`src/rtl/key_debounce_array_pkg.sv`:
```
// Shared types and constants for the key debounce array.
package key_debounce_array_pkg;

  // Per-channel debounce FSM states.
  typedef enum logic [1:0] {
    KD_IDLE    = 2'd0,
    KD_DEB_P   = 2'd1,
    KD_PRESSED = 2'd2,
    KD_DEB_R   = 2'd3
  } kd_state_e;

  // Timing constants for a 50 MHz clock: 20 ms debounce, 1 s long press, 200 ms repeat.
  localparam int KD_DEB_CYCLES_50M    = 1_000_000;
  localparam int KD_LONG_CYCLES_50M   = 50_000_000;
  localparam int KD_REPEAT_CYCLES_50M = 10_000_000;

  // Timer width able to hold the largest of the three cycle counts.
  function automatic int kd_cnt_w(input int deb, input int lng, input int rep);
    int m;
    m = deb;
    if (lng > m) m = lng;
    if (rep > m) m = rep;
    return $clog2(m + 1);
  endfunction

endpackage

```
`src/rtl/key_debounce_array_if.sv`:
```
// Key pins, counter clear and all per-key event/level outputs.
interface key_debounce_array_if #(
  parameter int N_KEYS = 4,
  parameter int CNT_W  = 4
);
  logic [N_KEYS-1:0]       i_key;
  logic                    i_clr_cnt;
  logic [N_KEYS-1:0]       o_level;
  logic [N_KEYS-1:0]       o_press;
  logic [N_KEYS-1:0]       o_release;
  logic [N_KEYS-1:0]       o_long;
  logic [N_KEYS-1:0]       o_repeat;
  logic                    o_any;
  logic [N_KEYS*CNT_W-1:0] o_press_cnt;

  modport slave (
    input  i_key, i_clr_cnt,
    output o_level, o_press, o_release, o_long, o_repeat, o_any, o_press_cnt
  );

  modport master (
    output i_key, i_clr_cnt,
    input  o_level, o_press, o_release, o_long, o_repeat, o_any, o_press_cnt
  );
endinterface

```
`src/rtl/key_debounce_ch.sv`:
```
// One key channel: 2-flop synchroniser, debounce FSM, long-press/auto-repeat
// timers and a wrapping press counter. All outputs are registered.
module key_debounce_ch
  import key_debounce_array_pkg::*;
#(
  parameter int ACTIVE_LOW    = 1,
  parameter int DEB_CYCLES    = 20000,
  parameter int LONG_CYCLES   = 1000000,
  parameter int REPEAT_CYCLES = 200000,
  parameter int CNT_W         = 4
) (
  input  logic             i_clk,
  input  logic             i_rst_n,
  input  logic             i_key,
  input  logic             i_clr_cnt,
  output logic             o_level,
  output logic             o_press,
  output logic             o_release,
  output logic             o_long,
  output logic             o_repeat,
  output logic [CNT_W-1:0] o_press_cnt
);

  localparam int            TW       = kd_cnt_w(DEB_CYCLES, LONG_CYCLES, REPEAT_CYCLES);
  localparam logic          REL_LVL  = (ACTIVE_LOW != 0);
  localparam logic          REP_EN   = (REPEAT_CYCLES != 0);
  localparam logic [TW-1:0] DEB_LAST = TW'(DEB_CYCLES - 1);
  localparam logic [TW-1:0] LONG_LAST = TW'(LONG_CYCLES - 1);
  localparam logic [TW-1:0] REP_LAST = REP_EN ? TW'(REPEAT_CYCLES - 1) : '0;
  localparam logic [TW-1:0] HOLD_MAX = '1;

  logic [1:0]       sync_q, sync_d;
  kd_state_e        state_q, state_d;
  logic [TW-1:0]    cnt_q, cnt_d;
  logic [TW-1:0]    hold_q, hold_d;
  logic [TW-1:0]    rep_q, rep_d;
  logic             long_done_q, long_done_d;
  logic             level_q, level_d;
  logic             press_q, press_d;
  logic             release_q, release_d;
  logic             long_q, long_d;
  logic             repeat_q, repeat_d;
  logic [CNT_W-1:0] pcnt_q, pcnt_d;
  logic             p;

  // Normalised pressed level from the synchroniser output.
  assign p = sync_q[1] ^ REL_LVL;

  // State register; synchroniser resets to the released pin level so a key
  // held through reset is seen as a fresh press.
  always_ff @(posedge i_clk or negedge i_rst_n) begin
    if (!i_rst_n) begin
      sync_q      <= {2{REL_LVL}};
      state_q     <= KD_IDLE;
      cnt_q       <= '0;
      hold_q      <= '0;
      rep_q       <= '0;
      long_done_q <= 1'b0;
      level_q     <= 1'b0;
      press_q     <= 1'b0;
      release_q   <= 1'b0;
      long_q      <= 1'b0;
      repeat_q    <= 1'b0;
      pcnt_q      <= '0;
    end else begin
      sync_q      <= sync_d;
      state_q     <= state_d;
      cnt_q       <= cnt_d;
      hold_q      <= hold_d;
      rep_q       <= rep_d;
      long_done_q <= long_done_d;
      level_q     <= level_d;
      press_q     <= press_d;
      release_q   <= release_d;
      long_q      <= long_d;
      repeat_q    <= repeat_d;
      pcnt_q      <= pcnt_d;
    end
  end

  // Next-state, timers and event pulses.
  always_comb begin
    sync_d      = {sync_q[0], i_key};
    state_d     = state_q;
    cnt_d       = cnt_q;
    hold_d      = hold_q;
    rep_d       = rep_q;
    long_done_d = long_done_q;
    level_d     = level_q;
    press_d     = 1'b0;
    release_d   = 1'b0;
    long_d      = 1'b0;
    repeat_d    = 1'b0;
    // Counter acts on the cycle o_press is visible, so a coincident clear yields 1.
    pcnt_d      = i_clr_cnt ? CNT_W'(press_q) : pcnt_q + CNT_W'(press_q);

    case (state_q)
      KD_IDLE: begin
        if (p) begin
          state_d = KD_DEB_P;
          cnt_d   = '0;
        end
      end
      KD_DEB_P: begin
        if (!p) begin
          state_d = KD_IDLE;
        end else if (cnt_q == DEB_LAST) begin
          state_d = KD_PRESSED;
          press_d = 1'b1;
          level_d = 1'b1;
          hold_d  = '0;
        end else begin
          cnt_d = cnt_q + 1'b1;
        end
      end
      KD_PRESSED: begin
        if (!p) begin
          // Timers freeze while a release is being qualified.
          state_d = KD_DEB_R;
          cnt_d   = '0;
        end else begin
          if (hold_q != HOLD_MAX) hold_d = hold_q + 1'b1;
          if (!long_done_q && hold_q == LONG_LAST) begin
            long_d      = 1'b1;
            long_done_d = 1'b1;
            rep_d       = '0;
          end else if (long_done_q && REP_EN) begin
            if (rep_q == REP_LAST) begin
              repeat_d = 1'b1;
              rep_d    = '0;
            end else begin
              rep_d = rep_q + 1'b1;
            end
          end
        end
      end
      KD_DEB_R: begin
        if (p) begin
          state_d = KD_PRESSED;
        end else if (cnt_q == DEB_LAST) begin
          state_d     = KD_IDLE;
          release_d   = 1'b1;
          level_d     = 1'b0;
          long_done_d = 1'b0;
        end else begin
          cnt_d = cnt_q + 1'b1;
        end
      end
      default: state_d = KD_IDLE;
    endcase
  end

  assign o_level     = level_q;
  assign o_press     = press_q;
  assign o_release   = release_q;
  assign o_long      = long_q;
  assign o_repeat    = repeat_q;
  assign o_press_cnt = pcnt_q;

endmodule

```
`src/rtl/key_debounce_array.sv`:
```
// N-channel push-button front end: one key_debounce_ch per key, plus packing
// of the per-channel counters and the any-key-pressed OR.
module key_debounce_array
  import key_debounce_array_pkg::*;
#(
  parameter int N_KEYS        = 4,
  parameter int ACTIVE_LOW    = 1,
  parameter int DEB_CYCLES    = 20000,
  parameter int LONG_CYCLES   = 1000000,
  parameter int REPEAT_CYCLES = 200000,
  parameter int CNT_W         = 4
) (
  input logic                  i_clk,
  input logic                  i_rst_n,
  key_debounce_array_if.slave  bus
);

  logic [N_KEYS-1:0]            level_w, press_w, release_w, long_w, repeat_w;
  logic [N_KEYS-1:0][CNT_W-1:0] cnt_w;

  for (genvar g = 0; g < N_KEYS; g++) begin : g_ch
    key_debounce_ch #(
      .ACTIVE_LOW    (ACTIVE_LOW),
      .DEB_CYCLES    (DEB_CYCLES),
      .LONG_CYCLES   (LONG_CYCLES),
      .REPEAT_CYCLES (REPEAT_CYCLES),
      .CNT_W         (CNT_W)
    ) u_ch (
      .i_clk       (i_clk),
      .i_rst_n     (i_rst_n),
      .i_key       (bus.i_key[g]),
      .i_clr_cnt   (bus.i_clr_cnt),
      .o_level     (level_w[g]),
      .o_press     (press_w[g]),
      .o_release   (release_w[g]),
      .o_long      (long_w[g]),
      .o_repeat    (repeat_w[g]),
      .o_press_cnt (cnt_w[g])
    );
  end

  // Packed array layout puts channel k at [k*CNT_W +: CNT_W].
  assign bus.o_level     = level_w;
  assign bus.o_press     = press_w;
  assign bus.o_release   = release_w;
  assign bus.o_long      = long_w;
  assign bus.o_repeat    = repeat_w;
  assign bus.o_any       = |level_w;
  assign bus.o_press_cnt = cnt_w;

endmodule

```
`src/flat_wrapper.sv`:
```
// flat-port wrapper written by rule: the top's interface ports become plain ports
module key_debounce_array_flat import key_debounce_array_pkg::*;
#(
  parameter int N_KEYS        = 4,
  parameter int ACTIVE_LOW    = 1,
  parameter int DEB_CYCLES    = 20000,
  parameter int LONG_CYCLES   = 1000000,
  parameter int REPEAT_CYCLES = 200000,
  parameter int CNT_W         = 4
)
  (i_clk, i_rst_n, bus_i_key, bus_i_clr_cnt, bus_o_level, bus_o_press, bus_o_release, bus_o_long, bus_o_repeat, bus_o_any, bus_o_press_cnt);
  key_debounce_array_if #(.N_KEYS(N_KEYS), .CNT_W(CNT_W)) bus_i ();
  input logic i_clk;
  input logic i_rst_n;
  input wire logic [$bits(bus_i.i_key)-1:0] bus_i_key;
  input wire logic [$bits(bus_i.i_clr_cnt)-1:0] bus_i_clr_cnt;
  output wire logic [$bits(bus_i.o_level)-1:0] bus_o_level;
  output wire logic [$bits(bus_i.o_press)-1:0] bus_o_press;
  output wire logic [$bits(bus_i.o_release)-1:0] bus_o_release;
  output wire logic [$bits(bus_i.o_long)-1:0] bus_o_long;
  output wire logic [$bits(bus_i.o_repeat)-1:0] bus_o_repeat;
  output wire logic [$bits(bus_i.o_any)-1:0] bus_o_any;
  output wire logic [$bits(bus_i.o_press_cnt)-1:0] bus_o_press_cnt;
  assign bus_i.i_key = bus_i_key;
  assign bus_i.i_clr_cnt = bus_i_clr_cnt;
  assign bus_o_level = bus_i.o_level;
  assign bus_o_press = bus_i.o_press;
  assign bus_o_release = bus_i.o_release;
  assign bus_o_long = bus_i.o_long;
  assign bus_o_repeat = bus_i.o_repeat;
  assign bus_o_any = bus_i.o_any;
  assign bus_o_press_cnt = bus_i.o_press_cnt;
  key_debounce_array #(.N_KEYS(N_KEYS), .ACTIVE_LOW(ACTIVE_LOW), .DEB_CYCLES(DEB_CYCLES), .LONG_CYCLES(LONG_CYCLES), .REPEAT_CYCLES(REPEAT_CYCLES), .CNT_W(CNT_W)) u_core (.i_clk(i_clk), .i_rst_n(i_rst_n), .bus(bus_i));
endmodule
```
`config.mk`:
```
export PLATFORM = sky130hd
export DESIGN_NAME = key_debounce_array_flat
export DESIGN_NICKNAME = d
export VERILOG_FILES = /design/src/rtl/key_debounce_array_pkg.sv /design/src/rtl/key_debounce_array_if.sv /design/src/rtl/key_debounce_ch.sv /design/src/rtl/key_debounce_array.sv /design/src/flat_wrapper.sv
export SDC_FILE = /design/constraint.sdc
export NUM_CORES = 1
export LEC_CHECK = 0
export ABC_CLOCK_PERIOD_IN_PS = 2500
export CAP_MARGIN = 20
export CORE_MARGIN = 2
export CORE_UTILIZATION = 35
export DETAILED_ROUTE_END_ITERATION = 6
export MAX_ROUTING_LAYER = met4
export PLACE_DENSITY = 0.56
export SYNTH_ARGS = -nofsm -noshare
export SYNTH_HDL_FRONTEND = slang
export SYNTH_HIERARCHICAL = 1
export SYNTH_SLANG_ARGS = --single-unit
```
`constraint.sdc`:
```
create_clock -name i_clk -period 2.5 [get_ports i_clk]
set_input_delay 0.5 -clock i_clk [delete_from_list [all_inputs] [get_ports i_clk]]
set_output_delay 0.5 -clock i_clk [all_outputs]
set_load 0.01 [all_outputs]
```
==> run_results.csv, run 1 <==
group,metric,value,unit
placement,placed_cell_area,17730,µm²
pwr,swShare,22.82,%
worst_setup_path,crit_chain,"or4_4 > dlygate4sd2_1",
logic_synthesis,yosysWarningCount,6,
routing,routedWlPerCell,15.76,µm
pwr,p_sw,0.002381,W
worst_setup_path,worstPathRequired,2.00,ns
cells_and_area,design_area,18980,µm²
routing,ant_nets,0,
clock_tree,clockBufferDepth,3,
routing,num_vias,14100,
clock_tree,htreeDepth,2,
outcome,failed_checks,"DRC",
worst_setup_path,cpPeakStageDelay,0.58,ns
pwr,p_clk_share,50.2,%
logic_synthesis,synthMuxAreaShare,2.741,%
routing,drt_wl_total,39120,µm
clock_tree,cts_root_buffer,"clkbuf_16",
sta,fin_crit,2.376,ns
logic_synthesis,synth_top_family_by_area,"simple AND/OR/NAND/NOR gates",
logic_synthesis,syn_nets,1798,
sta,finalSetupViolCount,0,
placement,gp_congestion,0.8191,
routing,vias_per_cell,5.683,
logic_synthesis,synth_async_sr_flop_share,100.0,%
sta,finalHoldViolCount,0,
logic_synthesis,ys_seq_area_share,45.77,%
die,core_region_area,45580,µm²
worst_setup_path,crit_type,"reg -> out",
worst_setup_path,slowest_stage,"or4_4",
sta,tns,0,ns
logic_synthesis,synth_xor_area_share,1.621,%
global_route,gr-usage-all-layers,17.12,%
clock_tree,clk_latency,0.55,ns
pwr,vdd_drop_max,0.4070,mV
global_route,overflow,0,
cells_and_area,stdcell_count,2482,
logic_synthesis,post-synth-top-area-cell,"dfrtp_1",
logic_synthesis,synth_area_leaders,"dfrtp_1, a21oi_1, nand2_1",
global_route,antenna_found_initial,0,
sta,finClkSkew,0.02486,ns
worst_setup_path,arrival,1.88,ns
logic_synthesis,yosysTopAreaCellShare,44.47,%
clock_tree,clock-sinks,296,
hold_path,min_path_type,"reg -> reg",
logic_synthesis,synth_cell_type_count,81,
cells_and_area,insertedDiodeCount,0,
die,die_h,219.2,µm
cells_and_area,fillers,4484,
worst_setup_path,critical_path_buf_inv_count,1,
cells_and_area,nNetsFinal,1882,
global_route,grt_pass1_wl,67100,µm
global_route,grt_pass1_vias,13590,
logic_synthesis,ys.flop_type,"dfrtp_1",
die,start_util,35.56,%
logic_synthesis,syn_avg_cell_area,9.151,µm²
sta,rsz0062_at_grt,"no",
logic_synthesis,yosys-top-cells-count,"dfrtp_1, nand2_1, a21oi_1, nor2_1, nand3_1",
cells_and_area,area_delta_synth_final,17.08,%
pwr,leakage,7.686,nW
die,row_count,78,
cells_and_area,drive_gt1_share,12.11,%
die,pin_count,44,
logic_synthesis,synthAdderAreaFrac,1.544,%
logic_synthesis,synth_most_common_cell,"dfrtp_1",
logic_synthesis,synthSimpleGateAreaFrac,27.04,%
pwr,power.density,549.9,nW/µm²
sta,fin_crit_sh,95.04,%
logic_synthesis,syn_area,16210,µm²
clock_tree,clk_pin_slew,0.05,ns
logic_synthesis,synth-seq-cells,296,
worst_setup_path,reg2reg_slack,0.13,ns
routing,drtIter0Drc,974,
worst_setup_path,cp_max_fo,4,
placement,dp.cells,2413,
pwr,cell_internal_pwr,0.008053,W
pwr,power_frac_seq,47.0,%
logic_synthesis,synth_compound_area_share,17.83,%
sta,tightest_slew,0.7836,ns
die,die-width,219.2,µm
worst_setup_path,critical_path.top_delay_family,"simple AND/OR/NAND/NOR gates",
cells_and_area,fin_util,41.64,%
sta,report.final.slew_viol_count,0,
sta,fmax,420.9,MHz
logic_synthesis,synth_edf_count,0,
worst_setup_path,cp-end-kind,"primary output",
outcome,status,"finished with violations",
sta,relSlewSlack,47.57,%
die,die-area,48040,µm²
placement,dpl.hpwl,26450,µm
logic_synthesis,synthCells,1771,
worst_setup_path,startpoint_type,"flop",
pwr,combPwrFrac,2.8,%
global_route,grt_max_degree,69,
routing,first_pass_iters,7,
placement,port_buffers,43,
clock_tree,cts_inserted_buffers,38,
pwr,power,0.01043,W
clock_tree,cts_tree,"built",
routing,drcViolationCount,1,
job,maxCapViolations,0,
metrics by stage:
stage,hold slack [ns],setup WS [ns]
floorplan,0.2044,0.2134
global placement,0.3457,0.1517
detailed placement,0.3468,0.1001
CTS,0.3268,0.07397
global route,0.3492,0.001098
finish,0.3536,0.1240
repair_timing:
action / in CTS / in global routing
endpoints found under the setup margin: 1 / 35
resized for setup: 3 / 9
hold buffers: 1 / 0
hold endpoints to repair: 46 / 0
buffers inserted: 0 / 1
pin swaps: 0 / 1
state kept, by name, indices dropped and copies added (netlist names), named ones only:
name,flops
u_core/g_ch.u_ch/cnt_q,80
u_core/g_ch.u_ch/hold_q,80
u_core/g_ch.u_ch/rep_q,80
u_core/g_ch.u_ch/o_press_cnt,16
u_core/g_ch.u_ch/sync_q,8
u_core/g_ch.u_ch/long_done_q,4
u_core/g_ch.u_ch/o_level,4
u_core/g_ch.u_ch/o_long,4
u_core/g_ch.u_ch/o_press,4
u_core/g_ch.u_ch/o_release,4
u_core/g_ch.u_ch/o_repeat,4
u_core/g_ch.u_ch/state_q,4
final timing paths:
check / startpoint / end / depth (start not counted)
setup / recovery: u_core/g_ch[1].u_ch/o_level$_DFFE_PN0P_ / bus_o_any / 2
hold / removal: u_core/g_ch[3].u_ch/sync_q[0]$_DFF_PN1_ / u_core/g_ch[3].u_ch/sync_q[1]$_DFF_PN1_ / 0
setup reg to reg: u_core/g_ch[3].u_ch/cnt_q[5]$_DFFE_PN0P_ / u_core/g_ch[3].u_ch/cnt_q[0]$_DFFE_PN0P_ / 5
hold reg to reg: u_core/g_ch[3].u_ch/sync_q[0]$_DFF_PN1_ / u_core/g_ch[3].u_ch/sync_q[1]$_DFF_PN1_ / 0
max in group asynchronous: i_rst_n / u_core/g_ch[0].u_ch/rep_q[15]$_DFFE_PN0P_ / 3
min in group asynchronous: i_rst_n / u_core/g_ch[1].u_ch/cnt_q[14]$_DFFE_PN0P_ / 2
power groups by stage:
| stage | logic (W) | clock network [W] | registers (W) |
|---|---|---|---|
| after floorplan | 0.000133 | 0 | 0.00497 |
| after global placement | 0.000300 | 0 | 0.00498 |
| after detailed placement | 0.000305 | 0 | 0.00498 |
| after CTS | 0.000308 | 0.00543 | 0.00490 |
| after global routing | 0.000343 | 0.00561 | 0.00491 |
| final | 0.000294 | 0.00524 | 0.00490 |
routing by layer:
metal	track usage (%)	part of all wire, %	wire (µm)
met5	-	0	0
met4	5.968	2.4	935
met3	2.315	3.7	1429
met2	26.88	46	18050
met1	22.75	48	18700
area by class of cell:
cell class / count / area [µm²] / share of cell area [%]
repair buffers: 129 / 1157 / 6.099
multi-input cells: 1338 / 8260 / 43.53
well taps: 600 / 750.7 / 3.956
clock buffers: 53 / 1077 / 5.677
inverters: 52 / 195.2 / 1.029
flip-flops and latches: 296 / 7418 / 39.09
clock inverters: 14 / 116.4 / 0.6132
layout by cell type, fill, tap and decap left out, types with 38 or more instances in the layout:
cell	Yosys	final
a21oi_1	137	136
a31oi_1	73	72
and3_1	43	43
buf_4	2	79
clkbuf_16	0	38
clkdlybuf4s50_1	0	41
dfrtp_1	288	287
inv_1	51	51
nand2_1	180	180
nand3_1	89	87
nand4_1	63	63
nor2_1	124	124
o21ai_0	87	87
or3_1	47	47
or4_1	51	50
cell families (layout without fill, tap and decap cells):
kind of cell,count (synthesis),after routing
AOI/OAI and AO/OA,458,458
xor gates and xnor gates,30,30
adders and majority gates,20,20
buffers and inverters,137,248
DFF,296,296
muxes,42,42
and+or+nand+nor,788,788
(Power assumes the default switching activity.)
==> run 2: changes to the inputs <==
--- a/config.mk
+++ b/config.mk
@@ -8,10 +8,10 @@
 export ABC_CLOCK_PERIOD_IN_PS = 2500
 export CAP_MARGIN = 20
 export CORE_MARGIN = 2
-export CORE_UTILIZATION = 35
+export CORE_UTILIZATION = 31
 export DETAILED_ROUTE_END_ITERATION = 6
 export MAX_ROUTING_LAYER = met4
-export PLACE_DENSITY = 0.56
+export PLACE_DENSITY = 0.52
 export SYNTH_ARGS = -nofsm -noshare
 export SYNTH_HDL_FRONTEND = slang
 export SYNTH_HIERARCHICAL = 1
==> run_results.csv, run 2 (synthesized netlist as in run 1, its figures left out) <==
group,metric,value,unit
outcome,status,"complete, no violations",
worst_setup_path,cp-end-kind,"flop",
routing,drcViolationCount,0,
placement,dp.cells,2505,
sta,finalSetupViolCount,0,
worst_setup_path,arrival,2.84,ns
pwr,p_clk_share,50.5,%
global_route,grt_pass1_wl,68320,µm
die,pin_count,44,
pwr,vdd_drop_max,0.3358,mV
sta,fin_crit,2.370,ns
pwr,power.density,548.0,nW/µm²
worst_setup_path,reg2reg_to,"u_core/g_ch[3].u_ch/rep_q[19]$_DFFE_PN0P_",
pwr,leakage,7.769,nW
cells_and_area,fin_util,37.25,%
worst_setup_path,worstPathRequired,2.98,ns
cells_and_area,fillers,5279,
routing,num_vias,14060,
hold_path,hold_depth,0,
routing,first_pass_iters,5,
clock_tree,cts_inserted_buffers,38,
clock_tree,htreeDepth,2,
sta,report.final.slew_viol_count,0,
cells_and_area,nNetsFinal,1893,
hold_path,holdCritStartpoint,"u_core/g_ch[0].u_ch/sync_q[0]$_DFF_PN1_",
global_route,grt_max_degree,58,
global_route,gr-usage-all-layers,15.49,%
sta,fmax,422.0,MHz
pwr,combPwrFrac,2.9,%
cells_and_area,area_delta_synth_final,18.41,%
global_route,antenna_found_initial,0,
sta,finClkSkew,0.02337,ns
cells_and_area,final_common_cell,"dfrtp_1",
routing,ant_nets,0,
worst_setup_path,cp_max_fo,31,
die,die_h,232.7,µm
pwr,swShare,22.49,%
sta,relSlewSlack,34.23,%
routing,routedWlPerCell,15.66,µm
routing,vias_per_cell,5.459,
pwr,p_sw,0.002365,W
clock_tree,clockBufferDepth,3,
die,row_count,83,
cells_and_area,drive_gt1_share,12.66,%
hold_path,hold_end,"u_core/g_ch[0].u_ch/sync_q[1]$_DFF_PN1_",
pwr,power_frac_seq,46.6,%
cells_and_area,insertedDiodeCount,0,
clock_tree,cts_root_buffer,"clkbuf_16",
worst_setup_path,r2r-start,"u_core/g_ch[3].u_ch/hold_q[11]$_DFFE_PN0P_",
clock_tree,clk_latency,0.55,ns
sta,rsz0062_at_grt,"no",
placement,gp_congestion,0.8247,
hold_path,min_path_type,"reg -> reg",
clock_tree,clock-sinks,296,
global_route,grt_pass1_vias,13440,
cells_and_area,largest_registers,"u_core/g_ch.u_ch/cnt_q x80, u_core/g_ch.u_ch/hold_q x80, u_core/g_ch.u_ch/rep_q x80",
die,core_region_area,51510,µm²
die,die-width,232.7,µm
placement,port_buffers,43,
sta,fin_crit_sh,94.78,%
sta,finalHoldViolCount,0,
pwr,cell_internal_pwr,0.008150,W
job,maxCapViolations,0,
die,start_util,31.46,%
worst_setup_path,crit_type,"reg -> reg",
pwr,power,0.01052,W
cells_and_area,final_cell_mix,"dfrtp_1, nand2_1, a21oi_1",
cells_and_area,stdcell_count,2575,
worst_setup_path,startpoint_type,"flop",
clock_tree,post_cts_buffers,0,
sta,tns,0,ns
routing,drt_wl_total,40330,µm
clock_tree,cts_tree,"built",
sta,tightest_slew,0.9829,ns
clock_tree,clk_pin_slew,0.06,ns
routing,drtIter0Drc,836,
worst_setup_path,reg2reg_slack,0.13,ns
global_route,overflow,0,
placement,dpl.hpwl,27610,µm
die,die-area,54130,µm²
worst_setup_path,r2r_cells,6,
## run 2: worst max path at each step
stage / startpoint / endpoint / slack, ns
finish: u_core/g_ch[3].u_ch/hold_q[11]$_DFFE_PN0P_ / u_core/g_ch[3].u_ch/rep_q[19]$_DFFE_PN0P_ / 0.13
global route: u_core/g_ch[0].u_ch/cnt_q[0]$_DFFE_PN0P_ / u_core/g_ch[0].u_ch/cnt_q[13]$_DFFE_PN0P_ / 0.01
CTS: u_core/g_ch[2].u_ch/hold_q[1]$_DFFE_PN0P_ / u_core/g_ch[2].u_ch/rep_q[14]$_DFFE_PN0P_ / 0.08
detailed placement: u_core/g_ch[0].u_ch/cnt_q[0]$_DFFE_PN0P_ / u_core/g_ch[0].u_ch/cnt_q[17]$_DFFE_PN0P_ / 0.1
global placement: u_core/g_ch[1].u_ch/state_q[0]$_DFFE_PN0P_ / u_core/g_ch[1].u_ch/rep_q[19]$_DFFE_PN0P_ / 0.18
floorplan: u_core/g_ch[0].u_ch/hold_q[12]$_DFFE_PN0P_ / u_core/g_ch[0].u_ch/rep_q[9]$_DFFE_PN0P_ / 0.21
## run 2: area by class of cell
cell class              count  area (µm²)  share of cell area (%)
multi-input cells        1338        8273                   43.11
clock buffers              58        1127                   5.875
inverters                  52       195.2                   1.017
repair buffers            140        1240                   6.461
clock inverters            11       83.83                  0.4369
flip-flops and latches    296        7420                   38.66
well taps                 680       850.8                   4.434
## run 2: power groups by stage
stage	Combinational, W	Sequential, W	Clock (W)
global route	0.000350	0.00491	0.00573
finish	0.000300	0.00490	0.00531
floorplan	0.000133	0.00497	0
CTS	0.000314	0.00490	0.00554
detailed placement	0.000311	0.00499	0
global placement	0.000304	0.00498	0
## run 2: per-layer routing
layer / global-route usage, % / up-vias / routed length [µm]
li1: - / 6901 / -
met1: 21.04 / 6858 / 19620
met2: 23.91 / 235 / 18400
met3: 2.696 / 62 / 1614
met4: 3.961 / 0 / 696
met5: - / - / 0
## run 2: critical path: stages, from the launching register on
cell and delay, ns:
dfrtp_1 0.42, nor4b_1 0.47, nand2_1 0.19, o41a_1 0.39
buf_12 0.18, or4_1 0.50, a21oi_1 0.15
## run 2: through the flow
stage               worst slack, ns  area, µm²  hold WS (ns)
floorplan                    0.2134      16210        0.2044
global placement             0.1815      17930        0.3479
detailed placement          0.09846      17930        0.3468
CTS                         0.08087      19160        0.3235
global route                0.01061      19190        0.3362
finish                       0.1304      19190        0.3414
## run 2: timing repair
action | in CTS | in global routing
pin swaps | 0 | 0
hold buffers | 1 | 0
gates resized for setup | 4 | 10
setup endpoints to repair | 1 | 71
hold endpoints to repair | 48 | 0
==> run 3: changes to the inputs <==
--- a/config.mk
+++ b/config.mk
@@ -11,7 +11,6 @@
 export CORE_UTILIZATION = 31
 export DETAILED_ROUTE_END_ITERATION = 6
 export MAX_ROUTING_LAYER = met4
-export PLACE_DENSITY = 0.52
 export SYNTH_ARGS = -nofsm -noshare
 export SYNTH_HDL_FRONTEND = slang
 export SYNTH_HIERARCHICAL = 1
==> run_results.csv, run 3 (synthesized netlist as in run 1, its figures left out) <==
group,metric,value,unit
pwr,cell_internal_pwr,0.008427,W
outcome,status,"complete, no violations",
sta,finalHoldViolCount,0,
routing,first_pass_iters,5,
sta,fin_crit,2.392,ns
sta,rsz0062_at_grt,"no",
hold_path,min_path_type,"reg -> reg",
sta,report.final.slew_viol_count,0,
pwr,swShare,22.05,%
placement,dpl.hpwl,27230,µm
routing,top_layer,"met4",
worst_setup_path,reg2reg_to,"u_core/g_ch[0].u_ch/rep_q[15]$_DFFE_PN0P_",
clock_tree,clk_pin_slew,0.06,ns
worst_setup_path,crit_type,"reg -> reg",
routing,num_vias,14230,
clock_tree,clock-sinks,296,
worst_setup_path,reg2reg_slack,0.11,ns
worst_setup_path,cp_max_fo,29,
global_route,grt_pass1_vias,13740,
routing,drt_wl_total,39970,µm
worst_setup_path,slowest_stage,"or4_4",
pwr,p_sw,0.002384,W
cells_and_area,design_area,19190,µm²
routing,ant_nets,0,
pwr,power,0.01081,W
sta,setup_ws,0.1075,ns
die,start_util,31.46,%
sta,finalSetupViolCount,0,
global_route,gr-usage-all-layers,15.33,%
sta,finClkSkew,0.01554,ns
clock_tree,clk_latency,0.55,ns
worst_setup_path,startpoint_type,"flop",
cells_and_area,final_cell_mix,"dfrtp_1, nand2_1, a21oi_1",
die,pin_count,44,
job,maxCapViolations,0,
worst_setup_path,r2r-start,"u_core/g_ch[0].u_ch/hold_q[7]$_DFFE_PN0P_",
die,die-area,54130,µm²
global_route,overflow,0,
sta,fin_crit_sh,95.70,%
cells_and_area,largest_registers,"u_core/g_ch.u_ch/cnt_q x80, u_core/g_ch.u_ch/hold_q x80, u_core/g_ch.u_ch/rep_q x80",
global_route,antenna_found_initial,0,
clock_tree,cts_tree,"built",
sta,relSlewSlack,41.80,%
placement,gp_congestion,0.8592,
cells_and_area,final_common_cell,"dfrtp_1",
global_route,grt_max_degree,63,
placement,place_ws,0.01576,ns
routing,wl_met2,18440,µm
worst_setup_path,arrival,2.86,ns
worst_setup_path,r2r_cells,6,
sta,tightest_slew,0.8697,ns
clock_tree,cts_inserted_buffers,37,
pwr,combPwrFrac,2.7,%
routing,route.met3.wl,1670,µm
routing,vias_per_cell,5.558,
cells_and_area,insertedDiodeCount,0,
routing,drtIter0Drc,1126,
worst_setup_path,worstPathRequired,2.97,ns
pwr,power_frac_seq,45.3,%
cells_and_area,nNetsFinal,1880,
worst_setup_path,setup.worst_path.end,"u_core/g_ch[0].u_ch/rep_q[15]$_DFFE_PN0P_",
worst_setup_path,cp-end-kind,"flop",
die,core_region_area,51510,µm²
placement,placed_cell_area,17850,µm²
worst_setup_path,cpPeakStageDelay,0.55,ns
cells_and_area,drive_gt1_share,12.33,%
routing,met1Wirelength,19070,µm
pwr,p_clk_share,52.0,%
global_route,grt_pass1_wl,68070,µm
routing,routedWlPerCell,15.61,µm
worst_setup_path,crit_chain,"or4_4 > nor4_4 > a31oi_1 > buf_12 > or4_1 > a21oi_1",
pwr,vdd_drop_max,0.3678,mV
die,die-width,232.7,µm
sta,tns,0,ns
sta,fmax,418.0,MHz
cells_and_area,area_delta_synth_final,18.41,%
routing,drcViolationCount,0,
pwr,leakage,7.752,nW
clock_tree,post_cts_buffers,0,
clock_tree,cts_root_buffer,"clkbuf_16",
pwr,power.density,563.4,nW/µm²
clock_tree,clockBufferDepth,3,
clock_tree,htreeDepth,2,
placement,port_buffers,43,
die,row_count,83,
die,die_h,232.7,µm
worst_setup_path,crit_path_start,"u_core/g_ch[0].u_ch/hold_q[7]$_DFFE_PN0P_",
## run 3: layout make-up
cell class                      count  area [µm²]
Timing Repair Buffer              128        1162
Tap cell                          680       850.8
Fill cell                        5178       32320
Clock buffer                       51        1101
Sequential cell                   296        7420
Multi-Input combinational cell   1338        8274
Inverter                           52       195.2
Clock inverter                     16       186.4
## run 3: stage by stage
stage               util, %  hold WS, ns  std cells
floorplan                 -       0.2044       1771
global placement      34.65       0.3475       2493
detailed placement    34.65       0.3468       2493
CTS                   37.19       0.3314       2561
global route          37.25       0.3503       2561
finish                37.25       0.3536       2561
## run 3: worst min path at each step
stage,from,to,slack (ns),cells after the start
after floorplan,i_rst_n,async pin,0.20,0
after global placement,u_core/g_ch[0].u_ch/sync_q[0]$_DFF_PN1_,u_core/g_ch[0].u_ch/sync_q[1]$_DFF_PN1_,0.35,0
after detailed placement,u_core/g_ch[2].u_ch/sync_q[0]$_DFF_PN1_,u_core/g_ch[2].u_ch/sync_q[1]$_DFF_PN1_,0.35,0
after CTS,bus_i_key[3],u_core/g_ch[3].u_ch/sync_q[0]$_DFF_PN1_,0.33,1
after global routing,bus_i_key[3],u_core/g_ch[3].u_ch/sync_q[0]$_DFF_PN1_,0.35,1
final,u_core/g_ch[2].u_ch/sync_q[0]$_DFF_PN1_,u_core/g_ch[2].u_ch/sync_q[1]$_DFF_PN1_,0.35,0
## run 3: metal layers
metal | vias to the layer above | track usage, %
met1 | 6990 | 20.37
met2 | 312 | 23.99
met5 | - | -
met3 | 56 | 2.304
met4 | 0 | 5.016
li1 | 6876 | -
## run 3: what timing repair did
action                     CTS  global route
pin swaps                    0             1
hold buffers                 1             0
setup endpoints to repair    3            42
hold endpoints to repair    49             0
resized for setup            5             9
## run 3: critical path: cells and delay by family (launching register included)
family	cells	cell delay (ns)
and+or+nand+nor	3	1.35
DFF	1	0.40
AOI/OAI and AO/OA	2	0.36
buffers and inverters	1	0.20
## run 3: power by group through the flow
stage               clock [W]  combinational [W]  sequential, W
global placement            0           0.000290        0.00498
detailed placement          0           0.000298        0.00498
floorplan                   0           0.000133        0.00497
finish                0.00562           0.000289        0.00490
CTS                   0.00581           0.000301        0.00490
global route          0.00601           0.000338        0.00491
